<file path="src/rtl/gf_pkg.sv">
// Shared types and default constants for the sequential GF(2^m) multiplier.
package gf_pkg;

  typedef enum logic {
    GF_OP_MUL = 1'b0,
    GF_OP_MAC = 1'b1
  } gf_op_e;

  typedef enum logic [1:0] {
    ST_IDLE = 2'd0,
    ST_CALC = 2'd1,
    ST_DONE = 2'd2
  } gf_state_e;

  localparam int         GF_M_DEF      = 8;
  localparam logic [7:0] PRIM_POLY_DEF = 8'h5F;
  localparam int         GF_M_MIN      = 2;
  localparam int         GF_M_MAX      = 16;

endpackage

</file>
<file path="src/rtl/gf_mult_seq_if.sv">
// Operand/result handshake bundle for gf_mult_seq.
interface gf_mult_seq_if #(
  parameter int GF_M = 8
);
  logic            in_valid;
  logic            in_ready;
  logic            in_op;
  logic [GF_M-1:0] in_a;
  logic [GF_M-1:0] in_b;
  logic [GF_M-1:0] in_d;
  logic            out_valid;
  logic            out_ready;
  logic [GF_M-1:0] out_c;

  modport slave (
    input  in_valid, in_op, in_a, in_b, in_d, out_ready,
    output in_ready, out_valid, out_c
  );

  modport master (
    output in_valid, in_op, in_a, in_b, in_d, out_ready,
    input  in_ready, out_valid, out_c
  );
endinterface

</file>
<file path="src/rtl/gf_digit_step.sv">
// One digit-serial update: r_o = r_i * x^DIGIT ^ a_i * b_dig_i, all modulo P.
module gf_digit_step #(
  parameter int              GF_M      = 8,
  parameter logic [GF_M-1:0] PRIM_POLY = GF_M'(8'h5F),
  parameter int              DIGIT     = 1
) (
  input  logic [GF_M-1:0]  r_i,
  input  logic [GF_M-1:0]  a_i,
  input  logic [DIGIT-1:0] b_dig_i,
  output logic [GF_M-1:0]  r_o
);

  function automatic logic [GF_M-1:0] xtime(input logic [GF_M-1:0] v);
    xtime = {v[GF_M-2:0], 1'b0} ^ (v[GF_M-1] ? PRIM_POLY : '0);
  endfunction

  logic [GF_M-1:0] acc;

  // Horner over the digit bits, MSB first, folds the shift of R into the same chain.
  always_comb begin
    acc = r_i;
    for (int i = DIGIT - 1; i >= 0; i--) begin
      acc = xtime(acc) ^ (b_dig_i[i] ? a_i : '0);
    end
    r_o = acc;
  end

endmodule

</file>
<file path="src/rtl/gf_mult_seq.sv">
// Sequential GF(2^m) multiply / multiply-accumulate, DIGIT multiplier bits per cycle.
module gf_mult_seq
  import gf_pkg::*;
#(
  parameter int              GF_M      = GF_M_DEF,
  parameter logic [GF_M-1:0] PRIM_POLY = GF_M'(PRIM_POLY_DEF),
  parameter int              DIGIT     = 1
) (
  input  logic         clk,
  input  logic         rst,
  gf_mult_seq_if.slave bus
);

  if (GF_M < GF_M_MIN || GF_M > GF_M_MAX) begin : g_bad_m
    $error("gf_mult_seq: GF_M must lie in 2..16");
  end
  if (DIGIT < 1 || (GF_M % DIGIT) != 0) begin : g_bad_digit
    $error("gf_mult_seq: DIGIT must divide GF_M");
  end

  localparam int               N     = GF_M / DIGIT;
  localparam int               CNT_W = $clog2(N + 1);
  localparam logic [CNT_W-1:0] N_CNT = CNT_W'(N);

  gf_state_e        state_q, state_d;
  logic [CNT_W-1:0] cnt_q, cnt_d;
  logic [GF_M-1:0]  r_q, r_d;
  logic [GF_M-1:0]  c_q, c_d;
  logic [GF_M-1:0]  a_q, a_d;
  logic [GF_M-1:0]  b_q, b_d;
  logic [GF_M-1:0]  d_q, d_d;
  gf_op_e           op_q, op_d;
  logic [GF_M-1:0]  r_step;

  gf_digit_step #(
    .GF_M      (GF_M),
    .PRIM_POLY (PRIM_POLY),
    .DIGIT     (DIGIT)
  ) u_step (
    .r_i     (r_q),
    .a_i     (a_q),
    .b_dig_i (b_q[GF_M-1 -: DIGIT]),
    .r_o     (r_step)
  );

  always_comb begin
    state_d = state_q;
    cnt_d   = cnt_q;
    r_d     = r_q;
    c_d     = c_q;
    a_d     = a_q;
    b_d     = b_q;
    d_d     = d_q;
    op_d    = op_q;
    case (state_q)
      ST_IDLE: begin
        if (bus.in_valid) begin
          a_d     = bus.in_a;
          b_d     = bus.in_b;
          d_d     = bus.in_d;
          op_d    = gf_op_e'(bus.in_op);
          r_d     = '0;
          cnt_d   = N_CNT;
          state_d = ST_CALC;
        end
      end
      ST_CALC: begin
        r_d   = r_step;
        b_d   = b_q << DIGIT;
        cnt_d = cnt_q - 1'b1;
        if (cnt_q == CNT_W'(1)) begin
          c_d     = r_step ^ ((op_q == GF_OP_MAC) ? d_q : '0);
          state_d = ST_DONE;
        end
      end
      ST_DONE: begin
        if (bus.out_ready) state_d = ST_IDLE;
      end
      default: state_d = ST_IDLE;
    endcase
  end

  // Control and result state; cleared asynchronously so no in-flight result survives reset.
  always_ff @(posedge clk or posedge rst) begin
    if (rst) begin
      state_q <= ST_IDLE;
      cnt_q   <= '0;
      r_q     <= '0;
      c_q     <= '0;
    end else begin
      state_q <= state_d;
      cnt_q   <= cnt_d;
      r_q     <= r_d;
      c_q     <= c_d;
    end
  end

  // Operand holding registers; only meaningful after an accept, so left unreset.
  always_ff @(posedge clk) begin
    a_q  <= a_d;
    b_q  <= b_d;
    d_q  <= d_d;
    op_q <= op_d;
  end

  assign bus.in_ready  = (state_q == ST_IDLE);
  assign bus.out_valid = (state_q == ST_DONE);
  assign bus.out_c     = c_q;

endmodule
</file>
<file path="src/flat_wrapper.sv">
// flat-port wrapper written by rule: the top's interface ports become plain ports
module gf_mult_seq_flat import gf_pkg::*;
#(
  parameter int              GF_M      = GF_M_DEF,
  parameter logic [GF_M-1:0] PRIM_POLY = GF_M'(PRIM_POLY_DEF),
  parameter int              DIGIT     = 1
)
  (clk, rst, bus_in_valid, bus_in_op, bus_in_a, bus_in_b, bus_in_d, bus_out_ready, bus_in_ready, bus_out_valid, bus_out_c);
  gf_mult_seq_if #(.GF_M(GF_M)) bus_i ();
  input  logic clk;
  input  logic rst;
  input wire logic [$bits(bus_i.in_valid)-1:0] bus_in_valid;
  input wire logic [$bits(bus_i.in_op)-1:0] bus_in_op;
  input wire logic [$bits(bus_i.in_a)-1:0] bus_in_a;
  input wire logic [$bits(bus_i.in_b)-1:0] bus_in_b;
  input wire logic [$bits(bus_i.in_d)-1:0] bus_in_d;
  input wire logic [$bits(bus_i.out_ready)-1:0] bus_out_ready;
  output wire logic [$bits(bus_i.in_ready)-1:0] bus_in_ready;
  output wire logic [$bits(bus_i.out_valid)-1:0] bus_out_valid;
  output wire logic [$bits(bus_i.out_c)-1:0] bus_out_c;
  assign bus_i.in_valid = bus_in_valid;
  assign bus_i.in_op = bus_in_op;
  assign bus_i.in_a = bus_in_a;
  assign bus_i.in_b = bus_in_b;
  assign bus_i.in_d = bus_in_d;
  assign bus_i.out_ready = bus_out_ready;
  assign bus_in_ready = bus_i.in_ready;
  assign bus_out_valid = bus_i.out_valid;
  assign bus_out_c = bus_i.out_c;
  gf_mult_seq #(.GF_M(GF_M), .PRIM_POLY(PRIM_POLY), .DIGIT(DIGIT)) u_core (.clk(clk), .rst(rst), .bus(bus_i));
endmodule
</file>
<file path="config.mk">
export PLATFORM = sky130hd
export DESIGN_NAME = gf_mult_seq_flat
export DESIGN_NICKNAME = d
export VERILOG_FILES = /design/src/rtl/gf_pkg.sv /design/src/rtl/gf_mult_seq_if.sv /design/src/rtl/gf_digit_step.sv /design/src/rtl/gf_mult_seq.sv /design/src/flat_wrapper.sv
export SDC_FILE = /design/constraint.sdc
export NUM_CORES = 1
export LEC_CHECK = 0
export CAP_MARGIN = 20
export CORE_MARGIN = 1.5
export CORE_UTILIZATION = 60
export DETAILED_ROUTE_END_ITERATION = 7
export DONT_BUFFER_PORTS = 1
export PLACE_DENSITY = 0.86
export SLEW_MARGIN = 40
export SYNTH_ARGS = -nofsm -noshare
export SYNTH_HDL_FRONTEND = slang
export SYNTH_SLANG_ARGS = --single-unit
export TNS_END_PERCENT = 5
</file>
<file path="constraint.sdc">
create_clock -name clk -period 2.4 [get_ports clk]
set_input_delay 0.36 -clock clk [delete_from_list [all_inputs] [get_ports clk]]
set_output_delay 0.36 -clock clk [all_outputs]
set_load 0.05 [all_outputs]
</file>
==> results_dict.tcl <==
set metrics [dict create \
    cts_buffer_depth 2 \
    ys_warn_count 0 \
    pwr-share-seq_pct 51.0 \
    intPower_mw 2.08 \
    worst_slew_pin_slew_ps 754 \
    vdd.ir_drop.worst_uv 707 \
    clkSlewWorstSetupHoldPaths_ps 130 \
    drc 0 \
    cap_violations 0 \
    dieArea_um2 3920 \
    first_global_vias 1206 \
    regToRegStartpoint "u_core.state_q[0]" \
    drtPass1Iterations 4 \
    ys_seq_area_share_pct 61.0 \
    syn_area_um2 2130 \
    track_usage_pct 19.1 \
    synth.distinct_cells 29 \
    postLayoutCellArea_um2 2240 \
    start_util_pct 63.5 \
    ant_nets 0 \
    drtIter0Drc 59 \
    maxSlewViolCount 0 \
    die_h_um 62.6 \
    fin_skew_ps 13.6 \
    critPathRequiredTime_ps 2440 \
    io_pins 39 \
    num_antenna_cells 0 \
    syn_area_per_cell_um2 14.3 \
    path_class "reg -> reg" \
    wl_met3_um 208 \
    finalCritPeriodShare_pct 73.4 \
    routed_wl_mm 3.36 \
    chipWidth_um 62.6 \
    critPathLaunch "u_core.state_q[0]" \
    antenna_found_initial 0 \
    place_congestion 0.715 \
    core_um2 3360 \
    crit_fanout 11 \
    met2_length_mm 1.75 \
    cts_root_buf "clkbuf_4" \
    p_sw_share_pct 36.9 \
    cts.htree.levels 2 \
    grt_max_degree 23 \
    cts_tree "yes" \
    slew_headroom_pct 49.6 \
    fp-row-count 21 \
    place.port_buffers 0 \
    insertion_delay_ps 360 \
    top_signal_layer_used "met4" \
    cp.arrival_ps 1800 \
    finalPower_mw 3.30 \
    drt-met1-wl_mm 1.32 \
    dp_hpwl_mm 2.30 \
    fin_tns_setup_ps 0 \
    synthToLayoutAreaGrowth_pct 4.81 \
    wl_per_cell_um 16.9 \
    powerDensity_nw_per_um2 1470 \
    cts_sinks 47 \
    async_reset_ff_share_pct 46.8 \
    final_core_utilization_pct 66.5 \
    via_count 1110 \
    switchingPower_mw 1.22 \
    setup_viol_count_final 0 \
    grt_pass1_wl_mm 5.53 \
    end_kind "flop" \
    via_per_inst 5.58 \
    syn_inst 149 \
    cts_resized 0 \
    rsz0062_at_grt "false" \
    hold_path_class "in -> reg" \
    yosys_most_used_dff "edfxtp_1" \
    ys_ff_latch 47 \
    critPathLaunchType "flop" \
    numCtsBuffers 5 \
    max_freq_ghz 0.568 \
    outcome "finished clean" \
    postCtsSetupBuffers 0 \
    dp.cells 190 \
    comb_power_share_pct 37.7 \
    synthesis.nets 180 \
    stdcell_count 199 \
    grt_overflow_total 0 \
    layout-drive-gt1-share_pct 19.0 \
    fin_nets 183 \
    clkPwrFrac_pct 11.3 \
    hold_violations 0 \
    placed_area_um2 2170 \
    cts-hold-fix-buffers 0 \
    fin_crit_ps 1760 \
    synth_edf_count 25 \
    hold_start "bus_in_a[2]" \
    leakage_nw 0.955 \
]
[metal layers]
layer	vias to the layer above	GRT usage, %
li1	517	-
met1	552	21.6
met2	34	32.1
met3	7	7.03
met4	0	9.17
met5	-	0
[synth_stat cells (2+ instances only)]
cell type   n  share of area [%]
nand2b_1    2               0.59
clkbuf_1    2               0.35
ha_1        2                1.2
nand2_1    25                4.4
xor3_1      3                3.3
o21ai_0     8                1.9
nand3_1     2               0.47
nor2_1      3               0.53
o21ai_1     4               0.94
edfxtp_1   25                 35
mux2_2     15                7.9
xnor3_1     5                5.3
inv_1       5               0.88
xnor2_1     5                2.1
xor2_1      3                1.2
buf_2       2               0.47
dfrtp_1    22                 26
xnor2_2     5                3.8
[worst max-delay path: stages, from the launching register on]
cell and delay (ps):
dfrtp_1 460, o21bai_1 640, inv_1 350
[flip-flops by register name (all words and copies together) (netlist names)]
name              count
u_core.a_q            8
u_core.b_q            8
u_core.bus.out_c      8
u_core.d_q            8
u_core.r_q            8
u_core.cnt_q          4
u_core.state_q        2
u_core.op_q           1
[power groups by stage]
stage	clock (mW)	sequential [mW]	combinational [mW]
4_1_cts	0.382	1.68	1.26
5_1_grt	0.412	1.72	1.37
3_5_place_dp	0	1.70	1.24
6_report	0.374	1.68	1.24
3_3_place_gp	0	1.67	1.19
2_1_floorplan	0	1.57	1.18
[cell usage in the layout (no fill, tap or decap), types with 2 or more instances in the layout]
cell type  synthesis  routed
xnor2_1            5       5
edfxtp_1          25      25
xnor2_2            5       5
xor2_1             3       3
nor2_1             3       3
nand2_1           25      25
o21ai_0            8       8
inv_1              5       4
xor3_1             3       3
ha_1               2       2
xnor3_1            5       5
nand3_1            2       2
o21ai_1            4       4
nand2b_1           2       2
clkbuf_4           0       5
dfrtp_1           22      22
mux2_2            15      15
[final cells by class]
type / count / area [um2]
fillers: 253 / 1130
well taps: 46 / 57.6
repair buffers: 2 / 17.5
flip-flops and latches: 47 / 1300
clock buffers: 7 / 55.1
multi-input cells: 90 / 778
inverters: 6 / 22.5
clock inverters: 1 / 5.00
[final timing paths]
check                      slack (ps)  cells past startpoint                  end
min in group asynchronous         460                      2  u_core.bus.out_c[2]
max                               640                      2        u_core.b_q[2]
min reg2reg                       500                      1      u_core.cnt_q[3]
min                                80                      0        u_core.a_q[2]
max reg2reg                       640                      2        u_core.b_q[2]
max in group asynchronous        1590                      2        u_core.r_q[6]
[cell families (layout without fill, tap and decap cells)]
group	after synthesis	count (layout)	synth area share (%)
AO/OA/AOI/OAI	14	14	3.46
XOR/XNOR	21	21	15.7
adder cells (fa/ha/maj)	2	2	1.17
buffers and inverters	12	16	2.58
flip-flops	47	47	61.0
multiplexers	16	16	8.38
AND/OR/NAND/NOR	37	37	7.74
[stage by stage]
| step | setup WS [ps] | hold slack (ps) |
|---|---|---|
| final | 638 | 81.8 |
| after global routing | 513 | 55.2 |
| after CTS | 610 | 70.7 |
| after detailed placement | 628 | 459 |
| after global placement | 719 | 455 |
| after floorplan | 953 | 349 |
Power figures use the tool's default switching activity.
